## src/rtl/flappy_scene_gen.sv

```systemverilog
// ============================================================================
// Module : flappy_scene_gen
// Flappy Bird pixel source and per-frame game engine for the VGA controller.
// Build option: define FLAPPY_INVINCIBLE_EN to disable deaths (bird clamps).
// Revision: 1.0 - initial release
// ============================================================================
`default_nettype none

module flappy_scene_gen #(
    parameter int BIRD_X     = 160,
    parameter int BIRD_SIZE  = 16,
    parameter int GRAVITY    = 1,
    parameter int FLAP_VEL   = -8,
    parameter int MAX_FALL   = 8,
    parameter int PIPE_W     = 48,
    parameter int GAP_H      = 128,
    parameter int PIPE_SPEED = 2
) (
    input  logic        vga_clk,
    input  logic        clrn,
    input  logic [8:0]  row_addr,
    input  logic [9:0]  col_addr,
    input  logic        rdn,
    input  logic        flap,
    output logic [11:0] d_in,
    output logic [7:0]  score,
    output logic        game_over
);

    typedef enum logic [1:0] {
        ST_IDLE = 2'd0,
        ST_PLAY = 2'd1,
        ST_DEAD = 2'd2
    } state_t;

    localparam logic signed [10:0] c_y_reset     = 11'sd232;
    localparam logic signed [10:0] c_y_max       = 11'(480 - BIRD_SIZE);
    localparam logic signed [10:0] c_px0_reset   = 11'sd640;
    localparam logic signed [10:0] c_px1_reset   = 11'sd960;
    localparam logic        [8:0]  c_gap_reset   = 9'd176;
    localparam logic        [8:0]  c_gap_base    = 9'd64;
    localparam logic        [7:0]  c_lfsr_reset  = 8'hA5;
    localparam logic signed [7:0]  c_vel_flap    = 8'(FLAP_VEL);
    localparam logic signed [7:0]  c_vel_max     = 8'(MAX_FALL);
    localparam logic signed [7:0]  c_grav        = 8'(GRAVITY);
    localparam logic signed [10:0] c_speed       = 11'(PIPE_SPEED);
    localparam logic signed [10:0] c_respawn_lim = 11'(-PIPE_W);
    localparam logic signed [10:0] c_respawn_add = 11'(640 + PIPE_W);
    localparam logic signed [10:0] c_cross_lim   = 11'(BIRD_X - PIPE_W);
    localparam logic signed [10:0] c_bird_x      = 11'(BIRD_X);
    localparam logic signed [10:0] c_bird_sz     = 11'(BIRD_SIZE);
    localparam logic signed [10:0] c_pipe_w      = 11'(PIPE_W);
    localparam logic        [9:0]  c_gap_h       = 10'(GAP_H);

    function automatic logic signed [10:0] f_sext(input logic signed [7:0] v);
        return {{3{v[7]}}, v};
    endfunction

    // x^8 + x^6 + x^5 + x^4 + 1, Fibonacci form shifting left
    function automatic logic [7:0] f_lfsr_step(input logic [7:0] v);
        return {v[6:0], v[7] ^ v[5] ^ v[4] ^ v[3]};
    endfunction

    state_t                r_state;
    logic signed [10:0]    r_bird_y;
    logic signed [7:0]     r_vel;
    logic signed [10:0]    r_pipe_x [2];
    logic        [8:0]     r_gap_top [2];
    logic        [7:0]     r_lfsr;
    logic        [7:0]     r_score;
    logic                  r_hit;
    logic                  r_flap_pend;
    logic                  r_flap_s1;
    logic                  r_flap_s2;
    logic                  r_flap_d;
    logic                  r_at_d;
    logic                  r_frame_tick;

    state_t                w_state_nx;
    logic signed [10:0]    w_y_nx;
    logic signed [7:0]     w_vel_nx;
    logic signed [10:0]    w_px_nx [2];
    logic        [8:0]     w_gap_nx [2];
    logic        [7:0]     w_lfsr_nx;
    logic        [7:0]     w_score_nx;
    logic signed [10:0]    w_y_try;
    logic signed [7:0]     w_vel_new;
    logic signed [10:0]    w_px_dec;
    logic        [1:0]     w_cross;
    logic        [8:0]     w_score_sum;
    logic                  w_bird_out;
    logic                  w_alive;

    logic signed [10:0]    w_row_s;
    logic signed [10:0]    w_col_s;
    logic        [9:0]     w_row_u;
    logic                  w_bird_pix;
    logic        [1:0]     w_pipe_pix;
    logic                  w_hit_set;
    logic                  w_at;
    logic                  w_flap_rise;

    // ------------------------------------------------------------------
    // Pixel generation
    // ------------------------------------------------------------------
    assign w_row_s = $signed({2'b00, row_addr});
    assign w_col_s = $signed({1'b0, col_addr});
    assign w_row_u = {1'b0, row_addr};

    assign w_bird_pix = (w_col_s >= c_bird_x) && (w_col_s < c_bird_x + c_bird_sz) &&
                        (w_row_s >= r_bird_y) && (w_row_s < r_bird_y + c_bird_sz);

    for (genvar gi = 0; gi < 2; gi++) begin : g_pipe
        assign w_pipe_pix[gi] = (w_col_s >= r_pipe_x[gi]) &&
                                (w_col_s < r_pipe_x[gi] + c_pipe_w) &&
                                ((w_row_u < {1'b0, r_gap_top[gi]}) ||
                                 (w_row_u >= {1'b0, r_gap_top[gi]} + c_gap_h));
    end

    always_comb begin
        d_in = 12'hFC7;
        if (rdn)
            d_in = 12'h000;
        else if (w_bird_pix)
            d_in = 12'h0FF;
        else if (|w_pipe_pix)
            d_in = 12'h0C0;
    end

`ifdef FLAPPY_INVINCIBLE_EN
    assign w_hit_set = 1'b0;
`else
    assign w_hit_set = ~rdn & w_bird_pix & (|w_pipe_pix);
`endif

    // ------------------------------------------------------------------
    // Flap synchroniser, frame tick, pending flap and hit flags
    // ------------------------------------------------------------------
    assign w_at        = (row_addr == 9'd480) && (col_addr == 10'd0);
    assign w_flap_rise = r_flap_s2 & ~r_flap_d;

    always_ff @(posedge vga_clk or negedge clrn) begin
        if (!clrn) begin
            r_flap_s1    <= 1'b0;
            r_flap_s2    <= 1'b0;
            r_flap_d     <= 1'b0;
            r_at_d       <= 1'b0;
            r_frame_tick <= 1'b0;
            r_flap_pend  <= 1'b0;
            r_hit        <= 1'b0;
        end else begin
            r_flap_s1    <= flap;
            r_flap_s2    <= r_flap_s1;
            r_flap_d     <= r_flap_s2;
            r_at_d       <= w_at;
            r_frame_tick <= w_at & ~r_at_d;
            // an edge coinciding with the tick survives into the next frame
            if (r_frame_tick)
                r_flap_pend <= w_flap_rise;
            else if (w_flap_rise)
                r_flap_pend <= 1'b1;
            if (r_frame_tick)
                r_hit <= 1'b0;
            else if (w_hit_set)
                r_hit <= 1'b1;
        end
    end

    // ------------------------------------------------------------------
    // Game state machine, advanced once per frame tick
    // ------------------------------------------------------------------
    assign w_y_try    = r_bird_y + f_sext(r_vel);
    assign w_bird_out = w_y_try[10] || (w_y_try > c_y_max);
    assign w_vel_new  = r_flap_pend ? c_vel_flap :
                        ((r_vel >= c_vel_max) ? c_vel_max : r_vel + c_grav);

    always_comb begin
        w_state_nx  = r_state;
        w_y_nx      = r_bird_y;
        w_vel_nx    = r_vel;
        w_px_nx     = r_pipe_x;
        w_gap_nx    = r_gap_top;
        w_lfsr_nx   = r_lfsr;
        w_score_nx  = r_score;
        w_px_dec    = '0;
        w_cross     = '0;
        w_score_sum = '0;
        w_alive     = 1'b0;
        if (r_frame_tick) begin
            unique case (r_state)
                ST_IDLE: begin
                    if (r_flap_pend) begin
                        w_state_nx = ST_PLAY;
                        w_vel_nx   = c_vel_flap;
                        w_y_nx     = r_bird_y + f_sext(c_vel_flap);
                        w_score_nx = '0;
                        w_px_nx[0] = c_px0_reset;
                        w_px_nx[1] = c_px1_reset;
                        w_gap_nx[0] = c_gap_reset;
                        w_gap_nx[1] = c_gap_reset;
                    end
                end
                ST_PLAY: begin
`ifdef FLAPPY_INVINCIBLE_EN
                    w_alive = ~r_hit;
                    if (w_y_try[10]) begin
                        w_y_nx   = '0;
                        w_vel_nx = '0;
                    end else if (w_y_try > c_y_max) begin
                        w_y_nx   = c_y_max;
                        w_vel_nx = '0;
                    end else begin
                        w_vel_nx = w_vel_new;
                        w_y_nx   = r_bird_y + f_sext(w_vel_new);
                    end
`else
                    w_alive = ~(r_hit | w_bird_out);
                    if (w_alive) begin
                        w_vel_nx = w_vel_new;
                        w_y_nx   = r_bird_y + f_sext(w_vel_new);
                    end else begin
                        w_state_nx = ST_DEAD;
                    end
`endif
                    if (w_alive) begin
                        for (int i = 0; i < 2; i++) begin
                            w_px_dec = r_pipe_x[i] - c_speed;
                            if (w_px_dec <= c_respawn_lim) begin
                                w_px_nx[i]  = r_pipe_x[i] + c_respawn_add;
                                w_gap_nx[i] = c_gap_base + {1'b0, w_lfsr_nx};
                                w_lfsr_nx   = f_lfsr_step(w_lfsr_nx);
                            end else begin
                                w_px_nx[i] = w_px_dec;
                                if ((r_pipe_x[i] >= c_cross_lim) && (w_px_dec < c_cross_lim))
                                    w_cross = w_cross + 2'd1;
                            end
                        end
                        w_score_sum = {1'b0, r_score} + {7'd0, w_cross};
                        w_score_nx  = w_score_sum[8] ? 8'hFF : w_score_sum[7:0];
                    end
                end
                ST_DEAD: begin
                    if (r_flap_pend) begin
                        w_state_nx = ST_IDLE;
                        w_y_nx     = c_y_reset;
                        w_vel_nx   = '0;
                    end
                end
                default: w_state_nx = ST_IDLE;
            endcase
        end
    end

    always_ff @(posedge vga_clk or negedge clrn) begin
        if (!clrn) begin
            r_state      <= ST_IDLE;
            r_bird_y     <= c_y_reset;
            r_vel        <= '0;
            r_pipe_x[0]  <= c_px0_reset;
            r_pipe_x[1]  <= c_px1_reset;
            r_gap_top[0] <= c_gap_reset;
            r_gap_top[1] <= c_gap_reset;
            r_lfsr       <= c_lfsr_reset;
            r_score      <= '0;
        end else begin
            r_state      <= w_state_nx;
            r_bird_y     <= w_y_nx;
            r_vel        <= w_vel_nx;
            r_pipe_x     <= w_px_nx;
            r_gap_top    <= w_gap_nx;
            r_lfsr       <= w_lfsr_nx;
            r_score      <= w_score_nx;
        end
    end

    assign score     = r_score;
    assign game_over = (r_state == ST_DEAD);

endmodule

`default_nettype wire

```

## config.mk

```make
export PLATFORM = sky130hd
export DESIGN_NAME = flappy_scene_gen
export DESIGN_NICKNAME = d
export VERILOG_FILES = /design/src/rtl/flappy_scene_gen.sv
export SDC_FILE = /design/constraint.sdc
export NUM_CORES = 1
export LEC_CHECK = 0
export CORE_MARGIN = 5
export CORE_UTILIZATION = 42
export CTS_CLUSTER_DIAMETER = 30
export DETAILED_ROUTE_END_ITERATION = 7
export PLACE_DENSITY = 0.57
export SLEW_MARGIN = 20
export SYNTH_ARGS = -nofsm -noshare
export SYNTH_HDL_FRONTEND = slang
export SYNTH_SLANG_ARGS = --single-unit
export TNS_END_PERCENT = 100
```

## constraint.sdc

```tcl
create_clock -name vga_clk -period 10.5 [get_ports vga_clk]
set_input_delay 2.625 -clock vga_clk [delete_from_list [all_inputs] [get_ports vga_clk]]
set_output_delay 2.625 -clock vga_clk [all_outputs]
set_load 0.05 [all_outputs]
```

Word level (Yosys, flattened, before mapping)
Index checks and enable logic that the tools add are counted.
- bits in latches: 0
- memory bits (read-only): 0
- logic and storage cells: 152
- memories kept: 0
- bits of input ports: 23
- bits in registers: 84
- memory bits (writable): 0
- multipliers: 0
- muxes and demuxes: 49
- reduce and logical (&&, ||, !) cells: 26
- $add $sub $neg: 17
- bitwise logic cells: 15
- eq/ne operators: 9
- magnitude comparators: 20
- shift operators: 0
- div/mod/pow operators: 0
- operators with widths (cell ; number):
    $mux W8 ; 12
    $mux W11 ; 5
    $mux W22 ; 2
    $pmux W22 S2 ; 1
    $mux W12 ; 3
    $mux W18 ; 2
    $pmux W18 S2 ; 1
    $pmux W11 S3 ; 1
    $pmux W8 S3 ; 1
    $add A11 B11 Y11 const B ; 2
    $add A11 B7 Y11 const B ; 2
    $add A11 B8 Y11 ; 2
    $ge A11 B11 Y1 ; 2
    $ge A11 B8 Y1 const B ; 2
    $le A11 B7 Y1 const B ; 2
    $lt A11 B11 Y1 ; 2
    $lt A11 B8 Y1 const B ; 2
    $mux W2 ; 11
    $sub A11 B3 Y11 const B ; 2
    $add A9 B8 Y10 const B ; 2
    $ge A9 B10 Y1 ; 2
    $add A7 B8 Y9 const A ; 2
    $lt A9 B9 Y1 ; 2
    $mux W9 ; 2
    other kinds (33) ; 69

Logic depth before layout (Yosys ltp)
- depth after elaboration: 18
- depth in mapped cells: 21
- mapped depth without buffers: 20

Least setup slack after synthesis
OpenSTA, ideal clock, no wires.
- path kind: input port to output port
- start point: in row_addr[1]
- end point: out d_in[1]
- arrival: 5.161 ns
- required time: 7.875 ns
- cell stages on the path: 10
- path slack: 2.714 ns
- cell sequence: ha_1 > nor2b_1 > o21a_1 > o21a_1 > o21ai_0 > a31o_2 > nand3b_1 > nor2_1 > or2_2 > buf_4
- cells in the longest elaborated chain, start to end: 7
- ends and longest elaborated chain (element ; RTL line ; text):
    start, declared ; 21 ; input logic [8:0] row_addr,
    $ge A9 B10 Y1 / $lt A9 B9 Y1 (equally long branches) ; 117, 116 ;
    $logic_or A1 B1 Y1 ; 116 ; ((w_row_u < {1'b0, r_gap_top[gi]}) ||
    $logic_and A1 B1 Y1 ; 115 ; (w_col_s < r_pipe_x[gi] + c_pipe_w) &&
    $reduce_or A2 Y1 ; 126 ; else if (|w_pipe_pix)
    $mux W12 ; 126 ;
    $mux W12 * ; 124 ; else if (w_bird_pix)
    $mux W12 * ; 122 ; if (rdn)
    end, declared ; 25 ; output logic [11:0] d_in,
Mark *: on every way between the ends. The rest lies on a longest branch, timed or not.

Final worst setup path
- start point: in row_addr[5]
- end point: out d_in[1]
Same word-level chain as after synthesis.

==> results.md <==
- Worst path depth: 11
- Post-synthesis async set-or-reset flop share: 1.00
- Total grt overflow: 0
- Clock transition at path regs: 0.07 ns
- Post-layout minimum cycle time: 8.62 ns
- DRC violations left: 0
- Tcrit/Tclk final: 0.821
- Vias in the first global route: 7,062
- ANT nets after route: 0
- Worst r2r dst: score[3]$_DFFE_PN0P_
- Vias per std cell: 5.82
- Port Buffers: 43
- Post-synthesis sequential area ratio: 0.248
- Worst r2r path cells: 19
- Pins over their slew limit: 0
- P per Cell Area: 75.6 mW/mm^2
- Worst path cell trace: clkdlybuf4s50_1 -> ha_1 -> a21o_1 -> a21oi_1 -> nor2_1 -> a2111oi_0 -> o21ai_0 -> nand3b_1 -> nor2_1 -> or2_2 -> clkdlybuf4s50_1
- Fillers: 1,967
- End point of the critical path: d_in[1]
- Layout Nets: 1,132
- Final setup vio count: 0
- Clock H-tree levels: 3
- Die span in x: 151 um
- FP Rows: 51
- Fmax: 116 MHz
- CTS buffer count: 9
- Post-synth EDFFs: 0
- Crit end category: output port
- Drt pass-1 iters: 6
- Crit Path Max Fanout: 5
- Worst slew pin tran: 1.01 ns
- Post-CTS Hold Fix Bufs: 0
- Clk Latency, worst-skew pair: 0.35 ns
- Syn_nets: 1,122
- Via count: 7,374
- RePlAce Congestion: ~0.83
- Worst vdd ir: around 0.064 mV
- Die area: between 0.02 and 0.025 mm^2
- Yosys reg bits: 82
- Largest net degree at the start of global routing: 72
- CP arrival: about 6 ns
- Kind of cell adding the most delay to the critical path: buffers and inverters
- Mapped Area: 0.00839 mm^2
- Antenna violations before repair: 0
- Mapped Avg Cell Area: 8.50 um^2
- Hold slack final: 0.349 ns
- Die span in y: 151 um
- Max_cap viols: 0
- Number of distinct library cells after synthesis: 97
- CP required: 7.88 ns
- Syn-to-layout area delta: 9.55%
- Reg2Reg Launch Point: r_pipe_x[15]$_DFFE_PN0P_
- Share of cells above drive strength 1: 0.0919
- Worst path bufs/invs: 2
- Post-DR wirelength/cell: ~18 um
- CP max-delay cell: clkdlybuf4s50_1
- Clk_skew: around 0.015 ns
- R2r setup slk: about 6 ns
- Slowest stage delay, CP: 0.71 ns
- Diode count: 0
- GR Util All Layers: 0.207
- Worst hold path type: reg -> reg
- Post-Route WL: 23.0 mm
- CP Launch Point: row_addr[5]
- Status: finished, final reports clean
- CTS max path bufs: 2
- Synth warn: 0
- Top-level port count: 44
- Mapped Cells: 986
- Post-CTS Setup Bufs: 0
- CTS root buf: clkbuf_16
- Post-CTS sizing: 0
- Worst Setup Start Kind: input port
- 1st-iter DRT viols: 387
- CTS tree: built
- Most used DFF post-synth: dfrtp_1
- Crit Path Category: in -> out
- Relative slew slack: 0.325
- First-pass GRT wire length: 37.7 mm
- Clk sink count: 82
- Post-DP HPWL: 17.2 mm
- Fin. Hold Viols: 0
- Lkg Pwr: about 3.8 nW
- Initial core utilization: 0.428
- RSZ-0062 raised after global routing: no
- Core Box Area: 0.0196 mm^2
- Setup_tns: 0 ns
flip-flops by register name, summed over array words and instances (netlist names):
signal        count
r_pipe_x         20
r_gap_top        18
r_bird_y         11
r_lfsr            8
r_vel             8
score             8
r_state           2
r_at_d            1
r_flap_d          1
r_flap_pend       1
r_flap_s1         1
r_flap_s2         1
r_frame_tick      1
r_hit             1
synth_stat cells (12+ instances only):
cell      count  share of area
a21o_1       12          0.011
a21oi_1      59          0.035
buf_2        14         0.0084
buf_4        13          0.012
clkbuf_1     16         0.0072
dfrtp_1      62           0.19
dfstp_2      20          0.063
ha_1        110           0.16
inv_1        76          0.034
nand2_1      81          0.036
nand3_1      38          0.023
nand4_1      15          0.011
nor2_1       65          0.029
nor3_1       28          0.017
nor4_1       13         0.0097
o211ai_1     13          0.012
o21a_1       12          0.011
o21ai_0      50          0.030
o22ai_1      16          0.012
xnor2_1      30          0.031
cells by family (layout without fill, tap and decap cells):
group                    Yosys count  count (layout)  share of synthesized area
adder cells (fa/ha/maj)          114             114                      0.172
flip-flops                        82              82                      0.248
buffers and inverters            127             142                     0.0676
AND/OR/NAND/NOR                  310             310                      0.191
AO/OA/AOI/OAI                    286             286                      0.242
XOR/XNOR                          42              42                     0.0470
multiplexers                      25              25                     0.0327
worst register-to-register path, stage by stage, from the launching register on:
cell	delay [ns]
dfrtp_1	0.51
inv_1	0.23
ha_1	0.36
or4b_4	0.52
nor2_1	0.22
a22oi_1	0.14
o21ai_1	0.15
maj3_1	0.18
o21ai_1	0.05
nor4b_2	0.18
ha_1	0.30
mux2_1	0.13
ha_1	0.16
inv_1	0.05
fa_1	0.37
nand2b_1	0.26
nor2_1	0.19
nand3_1	0.16
a41o_1	0.27
a21oi_1	0.13
layout by cell type, fill, tap and decap left out, drive strengths merged, types with 8 or more instances in the layout:
master | netlist | final
dfrtp | 62 | 62
a211oi | 13 | 13
dfstp | 20 | 20
nand2 | 81 | 81
mux2i | 12 | 12
xnor2 | 32 | 32
nor2 | 67 | 67
o21a | 12 | 12
clkdlybuf4s50 | 0 | 42
nor2b | 9 | 9
nor4 | 15 | 15
nand3 | 38 | 38
nor3 | 30 | 30
a21o | 12 | 12
clkbuf | 17 | 9
a22o | 10 | 10
mux2 | 13 | 13
o21ai | 55 | 55
a22oi | 11 | 11
a31oi | 8 | 8
o22ai | 16 | 16
o31ai | 10 | 10
or3 | 10 | 10
inv | 76 | 76
a21oi | 62 | 62
xor2 | 10 | 10
nand2b | 11 | 11
nand4 | 15 | 15
o211ai | 13 | 13
ha | 110 | 110
stage by stage:
step           setup WS, ns  total power [W]  instances  cell area (um^2)  utilization
2_1_floorplan          2.71         0.000365        986              8390            -
6_report               1.88         0.000695       1266              9190        0.469
5_1_grt                1.61         0.000722       1266              9190        0.469
3_3_place_gp           1.97         0.000396       1250              8910        0.455
3_5_place_dp           1.89         0.000397       1250              8910        0.455
4_1_cts                1.89         0.000705       1266              9190        0.469
how the worst min path moves through the flow:
stage                             start                  end  slack, ns  cells after the start
CTS                 r_flap_s1$_DFF_PN0_  r_flap_s2$_DFF_PN0_       0.35                      0
global placement    r_flap_s1$_DFF_PN0_  r_flap_s2$_DFF_PN0_       0.34                      0
floorplan           r_flap_s1$_DFF_PN0_  r_flap_s2$_DFF_PN0_       0.33                      0
detailed placement  r_flap_s1$_DFF_PN0_  r_flap_s2$_DFF_PN0_       0.34                      0
finish              r_flap_s1$_DFF_PN0_  r_flap_s2$_DFF_PN0_       0.35                      0
global route        r_flap_s1$_DFF_PN0_  r_flap_s2$_DFF_PN0_       0.36                      0
where the power goes:
group          internal [W]  total [W]  leakage, nW  switching, W
combinational     0.0000293  0.0000736         2.67     0.0000442
clock              0.000160   0.000304        0.127      0.000144
sequential         0.000317   0.000317         1.06   0.000000224
total              0.000506   0.000695         3.85      0.000189
per-layer routing:
| layer | wire (um) | track usage | up-vias |
|---|---|---|---|
| met5 | 0 | 0 | - |
| met4 | 250 | 0.0417 | 0 |
| met3 | 1120 | 0.0290 | 19 |
| met2 | 9670 | 0.310 | 155 |
| met1 | 11900 | 0.316 | 3540 |
| li1 | - | - | 3660 |
layout make-up:
type | count | area, um^2 | area share
timing repair buffer | 49 | 473 | 0.0515
clock buffer | 9 | 225 | 0.0245
sequential | 82 | 2080 | 0.226
clock inverter | 7 | 46.3 | 0.00504
multi-input combinational | 777 | 5740 | 0.625
inverter | 77 | 289 | 0.0315
tap | 265 | 332 | 0.0361
No activity file was read; power rests on OpenSTA's default activity.
